File: src/rtl/jtroadf_objrom_arb.sv
// Object/scroll ROM slot arbiter: two requesters share one SDRAM port.
// Each requester keeps a one-entry tagged result register and sees a plain cs/addr/ok/data interface.

module jtroadf_objrom_slot #(
  parameter int AW = 14,
  parameter int DW = 32
) (
  input  logic          rst,
  input  logic          clk,
  input  logic          cs,
  input  logic [AW-1:0] addr,
  input  logic          clr,
  input  logic          load,
  input  logic [AW-1:0] ld_addr,
  input  logic [DW-1:0] ld_data,
  output logic          ok,
  output logic [DW-1:0] data,
  output logic          pend
);
  logic [AW-1:0] tag_q, tag_d;
  logic          tv_q, tv_d;
  logic [DW-1:0] data_q, data_d;

  always_comb begin
    tag_d  = tag_q;
    tv_d   = tv_q;
    data_d = data_q;
    if (clr) tv_d = 1'b0;
    if (load) begin
      tag_d  = ld_addr;
      tv_d   = 1'b1;
      data_d = ld_data;
    end
  end

  always_ff @(posedge clk or posedge rst) begin
    if (rst) begin
      tag_q  <= '0;
      tv_q   <= 1'b0;
      data_q <= '0;
    end else begin
      tag_q  <= tag_d;
      tv_q   <= tv_d;
      data_q <= data_d;
    end
  end

  assign ok   = cs & tv_q & (addr == tag_q);
  assign pend = cs & ~ok;
  assign data = data_q;
endmodule

module jtroadf_objrom_arb #(
  parameter int   AW       = 14,
  parameter int   DW       = 32,
  parameter logic OBJ_PRIO = 1'b1
) (
  input  logic          rst,
  input  logic          clk,
  input  logic          obj_cs,
  input  logic [AW-1:0] obj_addr,
  output logic          obj_ok,
  output logic [DW-1:0] obj_data,
  input  logic          scr_cs,
  input  logic [AW-1:0] scr_addr,
  output logic          scr_ok,
  output logic [DW-1:0] scr_data,
  output logic          rom_cs,
  output logic [AW-1:0] rom_addr,
  input  logic          rom_ok,
  input  logic [DW-1:0] rom_data,
  output logic          sel
);
  typedef enum logic [1:0] {S_IDLE, S_ISSUE, S_WAIT} state_t;

  // Requester index 1 = obj, 0 = scr, matching the sel encoding.
  logic [1:0]           cs_a, ok_a, pend_a, clr_a, load_a;
  logic [1:0][AW-1:0]   addr_a;
  logic [1:0][DW-1:0]   data_a;

  state_t        state_q, state_d;
  logic          rom_cs_q, rom_cs_d;
  logic [AW-1:0] rom_addr_q, rom_addr_d;
  logic          sel_q, sel_d;
  logic          last_q, last_d;
  logic          win;

  assign cs_a   = {obj_cs, scr_cs};
  assign addr_a = {obj_addr, scr_addr};

  for (genvar g = 0; g < 2; g++) begin : g_slot
    jtroadf_objrom_slot #(.AW(AW), .DW(DW)) u_slot (
      .rst    (rst),
      .clk    (clk),
      .cs     (cs_a[g]),
      .addr   (addr_a[g]),
      .clr    (clr_a[g]),
      .load   (load_a[g]),
      .ld_addr(rom_addr_q),
      .ld_data(rom_data),
      .ok     (ok_a[g]),
      .data   (data_a[g]),
      .pend   (pend_a[g])
    );
  end

  // Round-robin only matters on a tie; a lone pending requester always wins.
  assign win = (pend_a[1] & pend_a[0]) ? ~last_q : pend_a[1];

  always_comb begin
    state_d    = state_q;
    rom_cs_d   = rom_cs_q;
    rom_addr_d = rom_addr_q;
    sel_d      = sel_q;
    last_d     = last_q;
    clr_a      = '0;
    load_a     = '0;
    case (state_q)
      S_IDLE: if (|pend_a) begin
        sel_d       = win;
        rom_addr_d  = addr_a[win];
        rom_cs_d    = 1'b1;
        clr_a[win]  = 1'b1;
        state_d     = S_ISSUE;
      end
      // rom_ok may still be high from the previous access here
      S_ISSUE: state_d = S_WAIT;
      S_WAIT: if (rom_ok) begin
        load_a[sel_q] = 1'b1;
        rom_cs_d      = 1'b0;
        last_d        = sel_q;
        state_d       = S_IDLE;
      end
      default: state_d = S_IDLE;
    endcase
  end

  always_ff @(posedge clk or posedge rst) begin
    if (rst) begin
      state_q    <= S_IDLE;
      rom_cs_q   <= 1'b0;
      rom_addr_q <= '0;
      sel_q      <= OBJ_PRIO;
      last_q     <= ~OBJ_PRIO;
    end else begin
      state_q    <= state_d;
      rom_cs_q   <= rom_cs_d;
      rom_addr_q <= rom_addr_d;
      sel_q      <= sel_d;
      last_q     <= last_d;
    end
  end

  assign rom_cs   = rom_cs_q;
  assign rom_addr = rom_addr_q;
  assign sel      = sel_q;
  assign obj_ok   = ok_a[1];
  assign scr_ok   = ok_a[0];
  assign obj_data = data_a[1];
  assign scr_data = data_a[0];
endmodule
File: config.mk
export PLATFORM = sky130hd
export DESIGN_NAME = jtroadf_objrom_arb
export DESIGN_NICKNAME = d
export VERILOG_FILES = /design/src/rtl/jtroadf_objrom_arb.sv
export SDC_FILE = /design/constraint.sdc
export NUM_CORES = 1
export LEC_CHECK = 0
export ABC_CLOCK_PERIOD_IN_PS = 8600
export CORE_ASPECT_RATIO = 0.5
export CORE_MARGIN = 2
export CORE_UTILIZATION = 50
export CTS_CLUSTER_SIZE = 16
export DETAILED_ROUTE_END_ITERATION = 8
export PLACE_DENSITY = 0.9
export SYNTH_ARGS = -nofsm -noshare
export SYNTH_HDL_FRONTEND = slang
export SYNTH_SLANG_ARGS = --single-unit
File: constraint.sdc
create_clock -name clk -period 8.6 [get_ports clk]
set_clock_uncertainty 0.15 [all_clocks]
set_input_delay 0.86 -clock clk [delete_from_list [all_inputs] [get_ports clk]]
set_output_delay 0.86 -clock clk [all_outputs]
set_load 0.005 [all_outputs]
==> impl_metrics.yaml, run 1 <==
status:
  run_status: "finished, final reports clean"
grt:
  grt_max_degree: 72
  globalRouteOverflowTotal: 0
  global_route_wire_length_before_repair_um: 18900
  globalRouteTotalUtil_pct: 24.7
  first_global_vias: 3554
  antenna_found_initial: 0
power_and_ir_drop:
  cellPowerDensity_mw_per_mm2: 376
  power_leakage_uw: 0.00300
  vdd_ir_drop_max_v: 0.000199
layout:
  nets: 547
  multi_input_comb_area_mm2: 0.00181
  mostFrequentLayoutCells: "146 x sky130_fd_sc_hd__clkdlybuf4s50_1, 112 x sky130_fd_sc_hd__dfrtp_1, 92 x sky130_fd_sc_hd__mux2_2"
  area_overhead_vs_synth_pct: 45.9
  proportion_of_layout_cells_with_a_drive_suffix_above_1_pct: 27.5
  sequential_cell_area_mm2: 0.00283
  fin_area_mm2: 0.00687
  most_common_library_cell_in_the_layout_ignoring_fill_and_taps: "sky130_fd_sc_hd__clkdlybuf4s50_1"
  fin_cells: 612
  antenna-diode-count: 0
  fill_cells: 558
sta:
  setup_violations: 0
  fin_crit_ps: 3930
  rsz0062_at_grt: "false"
  post-route-period-util_pct: 45.7
  worst_pin_slew_ps: 883
  max_slew_margin_pct: 41.1
  fmaxAchievable_mhz: 254
  timing.setup.tns_ps: 0
  report.final.hold_viol_count: 0
  report.final.slew_viol_count: 0
placement:
  gp_congestion: 0.788
  dpl-instance-area_mm2: 0.00629
  hpwlAfterDp_um: 7590
  dpl.cell_count: 580
  place.port_buffers: 146
clock_network:
  numClockSinks: 113
  cts.clk_slew.worst_paths_ps: 50
  number_of_instances_resized_during_post_cts_repair: 0
  max-clock-path-buffers: 2
  cts_tree: "built"
  cts_max_level: 4
  cts_setup_buffers: 0
  worst_skew_pair.late_latency_ps: 400
  ctsHoldBuffers: 0
  root_buffer: "sky130_fd_sc_hd__clkbuf_16"
  number_of_clock_buffers_inserted_by_tritoncts: 17
logic_synthesis:
  synth_seq_area_share_pct: 60.1
  netlist_area_mm2: 0.00471
  synth_cells: 327
  postSynthAreaPerCell_um2: 14.4
  ys.warnings.count: 0
  yosys_register_bits: 113
  yosys_top_cell_by_area: "sky130_fd_sc_hd__dfrtp_1"
  synth_top_area_share_pct: 59.6
  synthesis.nets: 392
  leading_post_synthesis_cells_by_cell_area: "sky130_fd_sc_hd__dfrtp_1 60%, sky130_fd_sc_hd__mux2_2 22%, sky130_fd_sc_hd__mux2i_1 3.2%"
  post_synth_num_cell_types: 33
critical_path:
  r2r_end: "g_slot[0].u_slot.tv_q"
  r2r.worst_path.cells: 7
  required_ps: 7590
  critPathLaunchType: "input pin"
  cpMaxStageDelayCell: "sky130_fd_sc_hd__clkdlybuf4s50_1"
  critical_path.n_buffers_inverters: 2
  worst_path_most_repeated_cell: "sky130_fd_sc_hd__clkdlybuf4s50_1"
  worst-setup-path-type: "input pin to output pin"
  reg2reg_slack_ps: 5680
  timing.critical_path.slowest_cell_delay_ps: 570
  worst-endpoint-arrival_ps: 2920
  critical_path_peak_fanout: 2
  worstReg2RegStart: "g_slot[0].u_slot.tag_q[1]"
  cpLargestDelayFamily: "buffers and inverters"
  crit_path_cell_trace: "clkdlybuf4s50_1, xor2_1, or4_4, nor4_4, clkdlybuf4s50_1"
  end_kind: "output pin"
detailed_routing:
  drcViolationCount: 0
  route.antenna.remaining_nets: 0
  routed_vias: 3259
  vias_cell: 5.33
  drtPass1Iterations: 4
  wl_um: 11800
  wire_per_inst_um: 19.2
  drtIter0Drc: 169
die:
  die-area_mm2: 0.0103
  chipWidth_um: 141
  initial_core_util_pct: 52.8
  rows: 24
  io-pin-count: 147
  core_area_mm2: 0.00892
  fp.dieH_um: 72.6
worst_hold_path:
  hp-class: "flop to flop"
  holdPathEnd: "g_slot[1].u_slot.data[9]"
  hp-start: "g_slot[1].u_slot.data[9]"
  holdPathStages: 1
run:
  maximum_capacitance_violations: 0
[registers in the layout (all words and copies together), names as in the netlist]
| name | cells |
|---|---|
| g_slot.u_slot.tv_q | 2 |
| g_slot.u_slot.data | 64 |
| g_slot.u_slot.tag_q | 28 |
| state_q | 2 |
| rom_addr | 14 |
| last_q | 1 |
| sel | 1 |
| rom_cs | 1 |
[cells in the mapped netlist, drive strengths merged]
| cell type | instances |
|---|---|
| mux2 | 92 |
| nor3 | 1 |
| nand3b | 1 |
| o31ai | 2 |
| nand2b | 1 |
| and2 | 1 |
| or2b | 1 |
| nand4 | 3 |
| or4 | 2 |
| nand4bb | 2 |
| dfrtp | 112 |
| o211ai | 1 |
| nor2 | 2 |
| inv | 3 |
| a21o | 1 |
| clkbuf | 5 |
| dfstp | 1 |
| nor4 | 4 |
| o21ai | 14 |
| nand3 | 1 |
| mux2i | 15 |
| nand2 | 23 |
| nand4b | 1 |
| xor2 | 17 |
| buf | 9 |
| a32oi | 1 |
| xnor2 | 11 |
[how the worst max path moves through the flow]
stage | start | end | depth (start not counted)
after floorplan | rst | g_slot[0].u_slot.data[0] | 1
after global placement | scr_addr[13] | scr_ok | 5
after detailed placement | scr_addr[13] | scr_ok | 5
after CTS | scr_addr[13] | scr_ok | 5
after global routing | obj_addr[6] | obj_ok | 6
final | scr_addr[13] | scr_ok | 5
[metal layers]
metal | part of all wire (%) | vias to the layer above | GRT usage [%]
met3 | 4.4 | 21 | 7.15
li1 | - | 1478 | -
met2 | 52 | 95 | 43.5
met4 | 1.4 | 0 | 7.89
met5 | 0 | - | 0
met1 | 42 | 1665 | 30.1
[where the power goes]
part	total, uW	leakage, uW	internal, uW	switching, uW
combinational	935	0.00133	605	330
sequential	973	0.00138	795	177
clock	675	0.000291	435	240
total	2580	0.00300	1840	747
[through the flow]
stage | power (uW) | worst slack (ps) | hold WS [ps] | utilization, %
global route | 2720 | 4610 | 360 | 77.0
CTS | 2610 | 4670 | 354 | 77.0
floorplan | 1360 | 4600 | 297 | -
finish | 2580 | 4670 | 351 | 77.0
detailed placement | 1900 | 4670 | 327 | 70.6
global placement | 1860 | 4680 | 318 | 70.6
[logic make-up after synthesis]
family	synth area share [%]
buf+inv	1.65
compound gates	2.71
xor+xnor	5.21
flops	60.1
mux	25.2
simple gates	5.11
[final cells by class]
cell class | count | area share [%]
Sequential cell | 113 | 41.2
Timing Repair Buffer | 150 | 21.7
Tap cell | 117 | 2.13
Inverter | 3 | 0.200
Clock buffer | 19 | 6.60
Clock inverter | 13 | 1.71
Multi-Input combinational cell | 197 | 26.4
No activity file was read; power rests on OpenSTA's default activity.
==> run 2: changes to the inputs <==
ABC_CLOCK_PERIOD_IN_PS = 4000   (was 8600)
CORE_UTILIZATION = 47   (was 50)
PLACE_DENSITY = 0.86   (was 0.9)
clock period = 4 ns   (was 8.6 ns; I/O delays follow)
==> impl_metrics.yaml, run 2 (same netlist as run 1, synthesis figures left out) <==
clock_network:
  cts.clk_slew.worst_paths_ps: 50
  number_of_instances_resized_during_post_cts_repair: 0
  root_buffer: "sky130_fd_sc_hd__clkbuf_16"
  number_of_clock_buffers_inserted_by_tritoncts: 17
  cts_setup_buffers: 0
  max-clock-path-buffers: 2
  numClockSinks: 113
  cts_max_level: 4
  cts_tree: "built"
  worst_skew_pair.late_latency_ps: 410
  ctsHoldBuffers: 0
sta:
  report.final.hold_viol_count: 0
  post-route-period-util_pct: 75.1
  rsz0062_at_grt: "false"
  report.final.slew_viol_count: 0
  fin_crit_ps: 3000
  setup_violations: 0
  hold_ws_ps: 279
  max_slew_margin_pct: 45.1
  fmaxAchievable_mhz: 333
  timing.setup.tns_ps: 0
  worst_pin_slew_ps: 819
run:
  maximum_capacitance_violations: 0
layout:
  largest_register_ff_count: 64
  area_overhead_vs_synth_pct: 46.8
  mostFrequentLayoutCells: "146 x sky130_fd_sc_hd__clkdlybuf4s50_1, 112 x sky130_fd_sc_hd__dfrtp_1, 92 x sky130_fd_sc_hd__mux2_2"
  most_common_library_cell_in_the_layout_ignoring_fill_and_taps: "sky130_fd_sc_hd__clkdlybuf4s50_1"
  antenna-diode-count: 0
  finish.utilization_pct: 72.2
  nets: 548
  proportion_of_layout_cells_with_a_drive_suffix_above_1_pct: 26.9
  fill_cells: 685
  fin_cells: 629
grt:
  grt_max_degree: 65
  globalRouteTotalUtil_pct: 21.8
  globalRouteOverflowTotal: 0
  antenna_found_initial: 0
  global_route_wire_length_before_repair_um: 18000
  first_global_vias: 3400
placement:
  place.port_buffers: 146
  gp_congestion: 0.865
  hpwlAfterDp_um: 7620
  dpl.cell_count: 599
detailed_routing:
  drcViolationCount: 0
  drtIter0Drc: 116
  wire_per_inst_um: 17.9
  wl_um: 11200
  route.antenna.remaining_nets: 0
  routed_vias: 3241
  vias_cell: 5.15
  drtPass1Iterations: 4
die:
  fp.dieH_um: 74.8
  die-area_mm2: 0.0109
  chipWidth_um: 146
  initial_core_util_pct: 49.2
  core_area_mm2: 0.00957
  io-pin-count: 147
  rows: 25
critical_path:
  critical_path_peak_fanout: 3
  end_kind: "output pin"
  required_ps: 3450
  worst-setup-path-type: "input pin to output pin"
  worst-endpoint-arrival_ps: 2450
  critPathLaunchType: "input pin"
power_and_ir_drop:
  power_leakage_uw: 0.00301
  post-layout-total-power_uw: 5500
  vdd_ir_drop_max_v: 0.000462
  cellPowerDensity_mw_per_mm2: 796
status:
  run_status: "finished, final reports clean"
worst_hold_path:
  hp-class: "input pin to asynchronous set/reset pin"
==> run 2: changes by cell type in the layout (fill, tap and decap cells not counted) <==
| cell | delta |
|---|---|
| sky130_fd_sc_hd__clkinv_2 | -5 |
| sky130_fd_sc_hd__clkbuf_8 | +3 |
| sky130_fd_sc_hd__buf_12 | +2 |
| sky130_fd_sc_hd__clkbuf_1 | +2 |
| sky130_fd_sc_hd__buf_4 | -1 |
| sky130_fd_sc_hd__bufinv_16 | -1 |
| sky130_fd_sc_hd__clkinvlp_4 | -1 |
==> run 2: final cells by class <==
type / instances / area (um2) / area share [%]
flip-flops and latches: 113 / 2830 / 41.0
repair buffers: 151 / 1520 / 22.1
multi-input cells: 197 / 1810 / 26.3
clock inverters: 6 / 55.1 / 0.797
clock buffers: 24 / 502 / 7.26
inverters: 3 / 13.8 / 0.199
well taps: 135 / 169 / 2.45
==> run 2: worst paths after layout <==
kind / slack [ps] / start / endpoint / cells past startpoint
worst max-delay path: 1000 / obj_addr[0] / obj_ok / 6
max in group asynchronous: 2610 / rst / sel / 3
min in group clk: 320 / g_slot[0].u_slot.tv_q / g_slot[0].u_slot.tv_q / 1
worst max register to register: 1490 / g_slot[1].u_slot.tag_q[0] / g_slot[0].u_slot.tv_q / 6
worst min-delay path: 280 / rst / g_slot[0].u_slot.data[10] / 2
worst min register to register: 320 / g_slot[0].u_slot.tv_q / g_slot[0].u_slot.tv_q / 1
==> run 2: power by group <==
| part | internal [uW] | switching, uW | total, uW |
|---|---|---|---|
| Combinational | 1310 | 694 | 2010 |
| Sequential | 1710 | 376 | 2090 |
| Clock | 922 | 485 | 1410 |
==> run 2: per-stage QoR <==
stage,instance area [um2],setup slack [ps]
after global routing,6910,914
after CTS,6910,1010
after detailed placement,6350,1040
after global placement,6350,1040
final,6910,996
after floorplan,4710,464
==> run 2: routing by layer <==
metal	vias up	track usage [%]	part of all wire, %
met5	-	0	0
met4	0	6.75	1.4
met3	15	8.06	4.7
met2	70	37.3	51
met1	1681	26.7	43
li1	1475	-	-
==> run 2: critical path: stages <==
cell and delay (ps):
sky130_fd_sc_hd__clkdlybuf4s50_1 440, sky130_fd_sc_hd__xor2_1 190, sky130_fd_sc_hd__nor4_1 430, sky130_fd_sc_hd__nand4_1 350, sky130_fd_sc_hd__inv_1 120, sky130_fd_sc_hd__clkdlybuf4s50_1 520
